**src/rtl/bank_addr_sched_pkg.sv**
```systemverilog
// Shared types and constants for the 4-bank address scheduler.
// Holds FSM encoding, bank geometry and parameter defaults.
package bank_addr_sched_pkg;

    typedef enum logic [1:0] {
        IDLE  = 2'd0,
        RUN   = 2'd1,
        DRAIN = 2'd2,
        DONE  = 2'd3
    } state_t;

    localparam int NUM_BANKS      = 4;
    localparam int SEL_W          = 2;
    localparam int DEF_ADDR_W     = 7;
    localparam int DEF_NUM_STAGES = 9;
    localparam int DEF_WB_LAT     = 3;

    // Lane k reads bank (k + rot) mod 4; the 2-bit add wraps naturally.
    function automatic logic [SEL_W-1:0] lane_sel(
        input logic [SEL_W-1:0] k,
        input logic [SEL_W-1:0] rot
    );
        return k + rot;
    endfunction

endpackage

```
**src/rtl/bank_addr_sched_dff.sv**
```systemverilog
// Plain W-bit register with synchronous active-high clear.
// Used as the building block of the rd_en delay lines.
module bank_addr_sched_dff #(
    parameter int W = 1
) (
    input  logic         clk,
    input  logic         rst,
    input  logic [W-1:0] d,
    output logic [W-1:0] q
);

    always_ff @(posedge clk) begin
        if (rst) q <= '0;
        else     q <= d;
    end

endmodule

```
**src/rtl/bank_addr_sched.sv**
```systemverilog
// Conflict-free rotating address scheduler for a 4-bank memory.
// Walks every word once per stage, then drains the write-back pipe.
import bank_addr_sched_pkg::*;

module bank_addr_sched #(
    parameter int ADDR_W     = DEF_ADDR_W,
    parameter int NUM_STAGES = DEF_NUM_STAGES,
    parameter int WB_LAT     = DEF_WB_LAT
) (
    input  logic              clk,
    input  logic              rst,
    input  logic              start,
    input  logic              stall,
    output logic [ADDR_W-1:0] b0,
    output logic [ADDR_W-1:0] b1,
    output logic [ADDR_W-1:0] b2,
    output logic [ADDR_W-1:0] b3,
    output logic [SEL_W-1:0]  sel_a_0,
    output logic [SEL_W-1:0]  sel_a_1,
    output logic [SEL_W-1:0]  sel_a_2,
    output logic [SEL_W-1:0]  sel_a_3,
    output logic              rd_en,
    output logic              addr_vld,
    output logic              wr_en,
    output logic [3:0]        stage,
    output logic              busy,
    output logic              done
);

    localparam logic [ADDR_W-1:0] CNT_MAX    = '1;
    localparam logic [3:0]        LAST_STAGE = 4'(NUM_STAGES - 1);
    localparam logic [3:0]        DRAIN_LAST = 4'(WB_LAT - 1);

    state_t            state;
    logic [ADDR_W-1:0] cnt;
    logic [3:0]        stg;
    logic [3:0]        dcnt;
    logic [SEL_W-1:0]  rot;
    logic [SEL_W-1:0]  sel [NUM_BANKS];
    logic [WB_LAT:0]   wb_pipe;

    always_ff @(posedge clk) begin
        if (rst) begin
            state <= IDLE;
            cnt   <= '0;
            stg   <= '0;
            dcnt  <= '0;
        end else begin
            case (state)
                IDLE: begin
                    if (start) begin
                        state <= RUN;
                        cnt   <= '0;
                        stg   <= '0;
                    end
                end
                RUN: begin
                    if (!stall) begin
                        cnt <= cnt + ADDR_W'(1);
                        if (cnt == CNT_MAX) begin
                            // Last stage holds its index; the job moves on to drain.
                            if (stg == LAST_STAGE) begin
                                state <= DRAIN;
                                dcnt  <= '0;
                            end else begin
                                stg <= stg + 4'd1;
                            end
                        end
                    end
                end
                DRAIN: begin
                    if (dcnt == DRAIN_LAST) state <= DONE;
                    else                    dcnt  <= dcnt + 4'd1;
                end
                DONE:    state <= IDLE;
                default: state <= IDLE;
            endcase
        end
    end

    assign rd_en = (state == RUN) && !stall;
    assign busy  = (state != IDLE);
    assign done  = (state == DONE);
    assign stage = stg;

    assign b0 = cnt;
    assign b1 = cnt;
    assign b2 = cnt;
    assign b3 = cnt;

    assign rot = cnt[1:0] + stg[1:0];

    for (genvar k = 0; k < NUM_BANKS; k++) begin : g_sel
        assign sel[k] = (state == IDLE) ? '0 : lane_sel(SEL_W'(k), rot);
    end

    assign sel_a_0 = sel[0];
    assign sel_a_1 = sel[1];
    assign sel_a_2 = sel[2];
    assign sel_a_3 = sel[3];

    bank_addr_sched_dff #(.W(1)) u_vld (
        .clk (clk),
        .rst (rst),
        .d   (rd_en),
        .q   (addr_vld)
    );

    assign wb_pipe[0] = rd_en;

    for (genvar i = 0; i < WB_LAT; i++) begin : g_wb
        bank_addr_sched_dff #(.W(1)) u_dff (
            .clk (clk),
            .rst (rst),
            .d   (wb_pipe[i]),
            .q   (wb_pipe[i+1])
        );
    end

    assign wr_en = wb_pipe[WB_LAT];

endmodule
```
**config.mk**
```make
export PLATFORM = sky130hd
export DESIGN_NAME = bank_addr_sched
export DESIGN_NICKNAME = d
export VERILOG_FILES = /design/src/rtl/bank_addr_sched_pkg.sv /design/src/rtl/bank_addr_sched_dff.sv /design/src/rtl/bank_addr_sched.sv
export SDC_FILE = /design/constraint.sdc
export NUM_CORES = 1
export LEC_CHECK = 0
export CORE_MARGIN = 1
export CORE_UTILIZATION = 60
export DETAILED_ROUTE_END_ITERATION = 8
export DONT_BUFFER_PORTS = 1
export GPL_TIMING_DRIVEN = 0
export PLACE_DENSITY_LB_ADDON = 0.15
export SETUP_SLACK_MARGIN = 0.4
export SLEW_MARGIN = 20
export SYNTH_ARGS = -nofsm -noshare
export SYNTH_HDL_FRONTEND = slang
export SYNTH_HIERARCHICAL = 1
export SYNTH_SLANG_ARGS = --single-unit
```
**constraint.sdc**
```tcl
create_clock -name clk -period 2.15 [get_ports clk]
set_input_delay 0.43 -clock clk [delete_from_list [all_inputs] [get_ports clk]]
set_output_delay 0.43 -clock clk [all_outputs]
set_load 0.02 [all_outputs]
```
# ---- Word-level counts from Yosys, hierarchy flattened
# Index checks and enable logic that the tools add are counted.
dict set report word_totals {
  ff_bits 20
  wordCells 60
  output_inout_bits 45
}
dict set report op_classes {
  mux 23
  addsub 7
  eq_ne 13
  n_reduce_logical 10
}
# cell count
set op_table {}
lappend op_table {{$mux 4} 8}
lappend op_table {{$mux 2} 9}
lappend op_table {{$pmux 4 s2} 2}
lappend op_table {{$reduce_and 5->1} 3}
lappend op_table {{$mux 7} 2}
lappend op_table {{$ne 2x2->1 const B} 7}
lappend op_table {{$pmux 7 s2} 1}
lappend op_table {{$add 4x1->4 const B} 2}
lappend op_table {{$pmux 2 s4} 1}
lappend op_table {{$add 7x1->7 const B} 1}
lappend op_table {{$eq 7x7->1 const B} 1}
lappend op_table {{$reduce_bool 2->1} 3}
lappend op_table {{$add 2x2->2 const A} 2}
lappend op_table {{$eq 2x2->1 const B} 2}
lappend op_table {{$eq 4x2->1 const B} 1}
lappend op_table {{$eq 4x4->1 const B} 1}
lappend op_table {{$reduce_and 3->1} 1}
lappend op_table {{$add 1x2->2 const A} 1}
lappend op_table {{$add 2x2->2} 1}
lappend op_table {{$eq 2x1->1 const B} 1}
lappend op_table {{$logic_not 2->1} 1}
lappend op_table {{$logic_and 1x1->1} 1}
lappend op_table {{$logic_not 1->1} 1}

# ---- Longest topological paths before layout
# Gate-level depths: netlist (run 1).
dict set report depth {
  depth_word 5
  ltp_mapped 7
  mapped_depth_nobuf 6
}

# ---- Hierarchy
# Netlist (run 1), hierarchy kept.
# mod area_per_inst_um2 seq_area_each_um2 n_inst cells_per_inst
set modules_own_cells {}
lappend modules_own_cells {bank_addr_sched 1293.7 340.3 1 154}
lappend modules_own_cells {bank_addr_sched_dff 33.8 20.0 4 2}

# ---- Least setup slack after synthesis (run 1)
# No wires, ideal clock.
dict set report synth_path {
  kind {reg-to-output}
  start {register cnt[0], in the netlist b0[0]}
  end {output sel_a_3[1]}
  t_arrival_ns 1.511
  n_path_buf 0
  path_stages_with_launch 6
  setup_slack_ns 0.209
  cell_sequence {dfxtp_1 -> ha_1 -> xnor2_1 -> xnor2_1 -> xor2_1 -> and2_1}
}
dict set report synth_via {
  elab_chain_len 3
}
# element line
set synth_rtl {}
lappend synth_rtl {{start, declared} bank_addr_sched.sv:35} ;# logic [ADDR_W-1:0] cnt;
lappend synth_rtl {{start signal, assigned} bank_addr_sched.sv:59} ;# cnt <= cnt + ADDR_W'(1);
lappend synth_rtl {{$add 2x2->2} bank_addr_sched.sv:91} ;# assign rot = cnt[1:0] + stg[1:0];
lappend synth_rtl {{$add 2x2->2} bank_addr_sched_pkg.sv:23} ;# return k + rot;
lappend synth_rtl {{$mux 2} bank_addr_sched.sv:94} ;# assign sel[k] = (state == IDLE) ? '0 : lane_sel(SEL_W'(k), rot);
lappend synth_rtl {{end, declared} bank_addr_sched.sv:21} ;# output logic [SEL_W-1:0] sel_a_3,
# No other way between the ends.

# ---- Worst setup path in the final report (run 1)
dict set report layout_path {
  start {register cnt[0], in the netlist b0[0]}
  end {output sel_a_2[1]}
}
dict set report layout_via {
  elab_chain_len 3
}
# element line
set layout_rtl {}
lappend layout_rtl {{$add 2x2->2} bank_addr_sched.sv:91}
lappend layout_rtl {{$add 2x2->2} bank_addr_sched_pkg.sv:23}
lappend layout_rtl {{$mux 2} bank_addr_sched.sv:94}
lappend layout_rtl {{end, declared} bank_addr_sched.sv:20} ;# output logic [SEL_W-1:0] sel_a_2,
# No other way between the ends.

==> results of run 1 <==
## power breakdown
| part | leakage (nW) | switching [mW] | internal, mW |
|---|---|---|---|
| sequential | 0.177 | 0.0428 | 0.425 |
| combinational | 0.622 | 0.660 | 0.651 |
| clock | 0.0177 | 0.136 | 0.0699 |
| total | 0.817 | 0.839 | 1.15 |
## logic make-up (layout without fill, tap and decap cells)
family | Yosys count | count (layout) | synth area share
simple gates | 58 | 58 | 0.253
buf+inv | 34 | 65 | 0.155
compound gates | 29 | 29 | 0.143
flops | 21 | 21 | 0.294
fa+ha+maj | 10 | 10 | 0.0876
xor+xnor | 7 | 7 | 0.0429
mux | 3 | 3 | 0.0245
## synth_stat cells, types with 3 or more instances
library cell / number / area [um2]
a21oi_1: 9 / 45.0
o21ai_0: 6 / 30.0
nor2_1: 10 / 37.5
clkbuf_1: 3 / 11.3
nand3b_1: 3 / 22.5
nor2b_1: 6 / 37.5
a21o_1: 3 / 22.5
inv_1: 7 / 26.3
xor2_1: 3 / 26.3
ha_1: 10 / 125
buf_4: 23 / 173
xnor2_1: 4 / 35.0
nand3_1: 6 / 30.0
nand2_1: 7 / 26.3
nand4_1: 5 / 31.3
nor3_1: 4 / 20.0
and2_1: 3 / 18.8
dfxtp_1: 21 / 420
nor2b_4: 4 / 55.1
## worst reg2reg max path: cells and delay by family (launching register included)
kind | cells | cell delay (ps)
xor gates and xnor gates | 1 | 140
adders and majority gates | 1 | 170
buffers and inverters | 3 | 310
DFF | 1 | 390
muxes | 1 | 210
and+or+nand+nor | 2 | 520
## per-layer routing
layer / share of wire / wire length (um) / up-vias
met5: 0 / 0 / -
met4: 0.043 / 167 / 0
met3: 0.072 / 283 / 19
met2: 0.51 / 1990 / 85
met1: 0.37 / 1460 / 647
li1: - / - / 605
## repair_timing
item	in CTS	in global routing
pin swaps	11	11
resized for setup	45	32
endpoints found under the setup margin	24	20
hold endpoints to repair	0	0
setup buffers	15	12
## final timing paths
check                    end  cells after the start
max               sel_a_2[1]                      6
min          g_wb[1].u_dff/q                      1
max reg2reg            b0[4]                      8
min reg2reg  g_wb[1].u_dff/q                      1
## flip-flops by register name, summed over array words and instances, names as in the netlist
| register | count |
|---|---|
| stage | 4 |
| b0 | 7 |
| g_wb.u_dff/q | 3 |
| state | 2 |
| dcnt | 4 |
| u_vld/q | 1 |
## cell type report
class,instances,share of cell area
timing repair buffer,27,0.111
multi-input combinational,107,0.501
inverter,7,0.0159
clock inverter,1,0.00254
clock buffer,3,0.0114
tap,28,0.0178
sequential,21,0.226
buffer,27,0.115
## stage by stage
| step | TNS [ps] | util |
|---|---|---|
| 2_1_floorplan | 0 | - |
| 3_3_place_gp | 0 | 0.659 |
| 3_5_place_dp | 0 | 0.659 |
| 4_1_cts | -5.56 | 0.789 |
| 5_1_grt | -160 | 0.883 |
| 6_report | 0 | 0.883 |
==> key figures, run 1 <==
Synth
  – Syn avg cell area: 8.82 um2
  – Post-synth EDFFs: 0
  – Syn_nets: 176
  – Sequential area share after synthesis: 0.294
  – Mapped cell area: between 1000 and 1500 um2
  – Synthesized flop and latch total: 21
  – Yosys cell types: 39
  – Ys Warns: 6
  – Ys async rst share: 0
  – Syn Inst Count: 162
  – Ys flop type: dfxtp_1

Power and ir drop
  – Pwr/cell area: 1010 nW/um2
  – Worst VDD drop: a little under 0.8 mV
  – Power, Total: 1.99 mW
  – Leak: 0.817 nW

STA
  – Min Tclk post-route: 2130 ps
  – Worst-margin pin slew: around 510 ps
  – Slew Viols, Final: 0
  – Worst relative slew slack: 0.659
  – Clk_skew: 7.26 ps
  – Final hold slack: 152 ps
  – Final worst path period share: 0.990
  – Setup WS post-layout: 21.0 ps
  – Fin. Hold Viols: 0
  – Highest Clock Rate: 470 MHz
  – Final setup violating endpoints: 0
  – RSZ-0062 raised after global routing: yes

Routing
  – DRT Wirelength: 3.91 mm
  – Final ANT Viol Nets: 0
  – Routed WL per cell: about 18 um
  – Initial drt markers: 63
  – Routed via count: 1356
  – DRC Markers: 0
  – Vias per cell: ~6.1
  – First drt pass iteration count: 6

Global route
  – GR Util met2: 0.496
  – Largest net degree at the start of global routing: 13
  – First-pass GRT wire length: 5.30 mm
  – Vias in the first global route: 1176
  – Busiest layer in global routing: met2
  – Total grt overflow: 0
  – Met3 global-route usage: 0.0394
  – Initial antenna violation count: 0
  – All-Layer GR Usage: 0.278
  – GRT met1 Usage: 0.319

Final layout
  – Fin nets: 208
  – ANT cells: 0
  – # fillers: approximately 110
  – Commonest non-fill, non-tap cell in the layout: buf_4
  – Commonest cells after routing, fill and taps aside: buf_4 (43), dfxtp_1 (9), dfxtp_2 (8)
  – Layout cells sized above 1: 0.549
  – Layout Cells excl Fill: 221
  – Post-route cell area: 1970 um2
  – Register Area: 445 um2
  – Multi-input logic area: 987 um2
  – Area Growth Syn to Fin: 38.0%

Critical path
  – Critical Path RT: approximately 1700 ps
  – Critical path startpoint: b0[0]
  – Worst setup path category: reg2out
  – Worst path max stage delay: 420 ps
  – Worst r2r src: state[0]
  – CP max FO: 7
  – CP Buf/Inv Count: 2
  – Slowest-stage cell, CP: dfxtp_4
  – Reg2Reg Setup Slack: 360 ps
  – WP data arrival: ~1700 ps
  – Top Family by Delay on Critical Path: flip-flops
  – Critical Path End Type: output pin
  – Crit path cell chain: ha_4, xnor2_4, xnor2_2, buf_4, buf_6, and2_4
  – Crit start category: flip-flop

Placed design
  – IO buf count: 0
  – Placed inst area: 1470 um2
  – Detail Placement HPWL: 2.11 mm
  – Final RePlAce weighted congestion: 0.766
  – Dpl cells: 190
  – DP Worst Slack: 178 ps

Run status
  – Status: finished, final reports clean

Die
  – Initial Utilization: 0.640
  – Rows: 17
  – CORE AREA: 2230 um2
  – Die H: 50.8 um
  – Top-level port count: 49
  – Die width: 50.8 um
  – Die ar.: roughly 2600 um2

Clocking
  – CTS root buffer: clkbuf_4
  – Clock transition at path regs: 120 ps
  – CTS tree: yes
  – CTS sink cnt: 21
  – H-tree depth: 1
  – Clock buffer depth: 2
  – Num CTS Buffers: 3
  – Clk_lat worst skew: 320 ps
  – CTS Hold Bufs: 0

Run
  – Number of max-cap violations: 0

Min path
  – Worst hold start: rst
  – Min-Delay Path Class: in2reg
(Power assumes the default switching activity.)
==> run 2: changes to the inputs <==
CORE_UTILIZATION = 45   (was 60)
SKIP_LAST_GASP = 1   (was not set)
==> key figures, run 2 (synthesized netlist as in run 1, its figures left out) <==
Run status
  – Status: finished with violations
  – Violated checks: negative setup slack

Power and ir drop
  – Pwr/cell area: 965 nW/um2 (-4.1%)
  – Leak: 0.806 nW (-1.3%)
  – Worst VDD drop: 0.834 mV (+7.9%)
  – Power, Total: 1.91 mW (-4.0%)

Critical path
  – Worst path max stage delay: 420 ps (about the same)
  – RR Endpoint: b0[4]
  – Worst setup path category: reg2out
  – WP data arrival: 1730 ps (+30 ps)
  – Reg2Reg Setup Slack: 350 ps (about the same)
  – Critical Path RT: 1720 ps (about the same)
  – Crit path cell chain: ha_4, xnor2_4, xnor2_2, buf_4, buf_6, and2_4
  – Worst r2r src: state[0]
  – Critical Path End Type: output pin
  – Crit start category: flip-flop
  – CP max FO: 7 (unchanged)
  – Reg2reg path depth: 9 (+1)
  – Slowest-stage cell, CP: dfxtp_4

Final layout
  – Layout cells sized above 1: 0.537 (-0.0124)
  – Commonest cells after routing, fill and taps aside: buf_4 (38), dfxtp_1 (10), nor2b_4 (8), a21oi_1 (8), dfxtp_2 (8)
  – Fin nets: 205 (-1.4%)
  – Util after Layout: 0.652 (-0.231)
  – Largest register FFs: 7 (unchanged)
  – Layout Cells excl Fill: 234 (+5.9%)
  – Post-route cell area: 1970 um2 (+0.13%)
  – Commonest non-fill, non-tap cell in the layout: buf_4
  – Area Growth Syn to Fin: 38.2%
  – ANT cells: 0 (unchanged)

Global route
  – All-Layer GR Usage: 0.189 (-0.0886)
  – GRT met1 Usage: 0.199 (-0.120)
  – First-pass GRT wire length: 4.99 mm (-5.9%)
  – GR Util met2: 0.361 (-0.134)
  – Met3 global-route usage: 0.0330 (-0.00643)
  – Total grt overflow: 0 (unchanged)
  – Initial antenna violation count: 0 (unchanged)
  – Largest net degree at the start of global routing: 13 (unchanged)
  – Busiest layer in global routing: met2
  – Vias in the first global route: 1109 (-5.7%)

Placed design
  – Placed inst area: 1490 um2 (+1.4%)
  – DP Worst Slack: 243 ps (+64.8 ps)
  – Detail Placement HPWL: 2.05 mm (-2.7%)
  – IO buf count: 0 (unchanged)
  – Dpl cells: 206 (+8.4%)
  – Final RePlAce weighted congestion: 0.750 (-2.0%)

STA
  – Min Tclk post-route: 2160 ps (+35.6 ps)
  – RSZ-0062 raised after global routing: yes
  – Fin. Hold Viols: 0 (unchanged)
  – Worst relative slew slack: 0.650 (-0.00859)
  – Clk_skew: 5.53 ps (-1.73 ps)
  – Final worst path period share: 1.01 (+0.0166)
  – Setup WS post-layout: -14.6 ps (-35.6 ps)
  – Worst-margin pin slew: 524 ps (+12.9 ps)
  – Final setup violating endpoints: 1 (+1)
  – Highest Clock Rate: 462 MHz (-1.6%)
  – Slew Viols, Final: 0 (unchanged)

Routing
  – DRT Wirelength: 3.62 mm (-7.4%)
  – DRC Markers: 0 (unchanged)
  – Vias per cell: 5.40 (-12%)
  – Initial drt markers: 102 (+62%)
  – Routed WL per cell: 15.4 um (-13%)
  – Final ANT Viol Nets: 0 (unchanged)
  – First drt pass iteration count: 4 (-2)
  – Routed via count: 1264 (-6.8%)

Die
  – Die H: 58.4 um (+15%)
  – Initial Utilization: 0.472 (-0.168)
  – CORE AREA: 3030 um2 (+36%)
  – Die ar.: 3400 um2 (+32%)
  – Rows: 20 (+3)
  – Top-level port count: 49 (unchanged)
  – Die width: 58.4 um (+15%)

Clocking
  – Clock buffer depth: 2 (unchanged)
  – CTS sink cnt: 21 (unchanged)
  – CTS Hold Bufs: 0 (unchanged)
  – Clk_lat worst skew: 310 ps (about the same)
  – Num CTS Buffers: 3 (unchanged)
  – Clock transition at path regs: 130 ps (about the same)
  – H-tree depth: 1 (unchanged)
  – CTS root buffer: clkbuf_4
  – CTS tree: yes

Min path
  – Min-Delay Path Class: in2reg
  – Worst hold stages: 1 (unchanged)
  – Worst hold start: rst
  – Hold Path End: u_vld/q

Run
  – Number of max-cap violations: 0 (unchanged)
-- run 2: worst max-delay path, delay by kind of cell, from the launching register on --
family                     cells  cell delay [ps]
and+or+nand+nor                1              180
xor gates and xnor gates       2              360
DFF                            1              420
buffers and inverters          2              270
adders and majority gates      1              190
-- run 2: worst max path at each step --
stage / cells after the start / to / startpoint
detailed placement: 4 / rd_en / state[1]
finish: 6 / sel_a_2[1] / b0[0]
floorplan: 5 / sel_a_1[1] / b0[0]
global placement: 6 / dcnt[2] / stage[1]
CTS: 5 / sel_a_3[1] / stage[0]
global route: 6 / sel_a_2[1] / stage[0]
-- run 2: routing by layer --
metal	routed length, um	up-vias	share of wire
li1	-	600	-
met1	1370	608	0.38
met2	2050	48	0.57
met3	140	8	0.039
met4	57	0	0.016
met5	0	-	0
-- run 2: layout make-up --
cell class / instances / area (um2)
fill: 225 / 1050
multi-input combinational: 107 / 1000
sequential: 21 / 442
buffer: 27 / 219
timing repair buffer: 24 / 200
tap: 44 / 55.1
inverter: 7 / 31.3
clock buffer: 3 / 22.5
clock inverter: 1 / 5.00
-- run 2: where the power goes --
group          leakage (nW)  switching [mW]  internal [mW]
Combinational         0.613           0.628          0.614
Clock                0.0177           0.134         0.0696
Sequential            0.176          0.0376          0.422
-- run 2: through the flow --
| stage | hold WS [ps] | setup TNS (ps) |
|---|---|---|
| 2_1_floorplan | 428 | 0 |
| 3_3_place_gp | 431 | 0 |
| 3_5_place_dp | 437 | 0 |
| 4_1_cts | 149 | 0 |
| 5_1_grt | 141 | -109 |
| 6_report | 158 | -14.6 |
-- run 2: repair_timing --
action / CTS / global route
resized for setup: 39 / 35
buffers inserted: 17 / 7
pin swaps: 9 / 13
endpoints found under the setup margin: 23 / 25
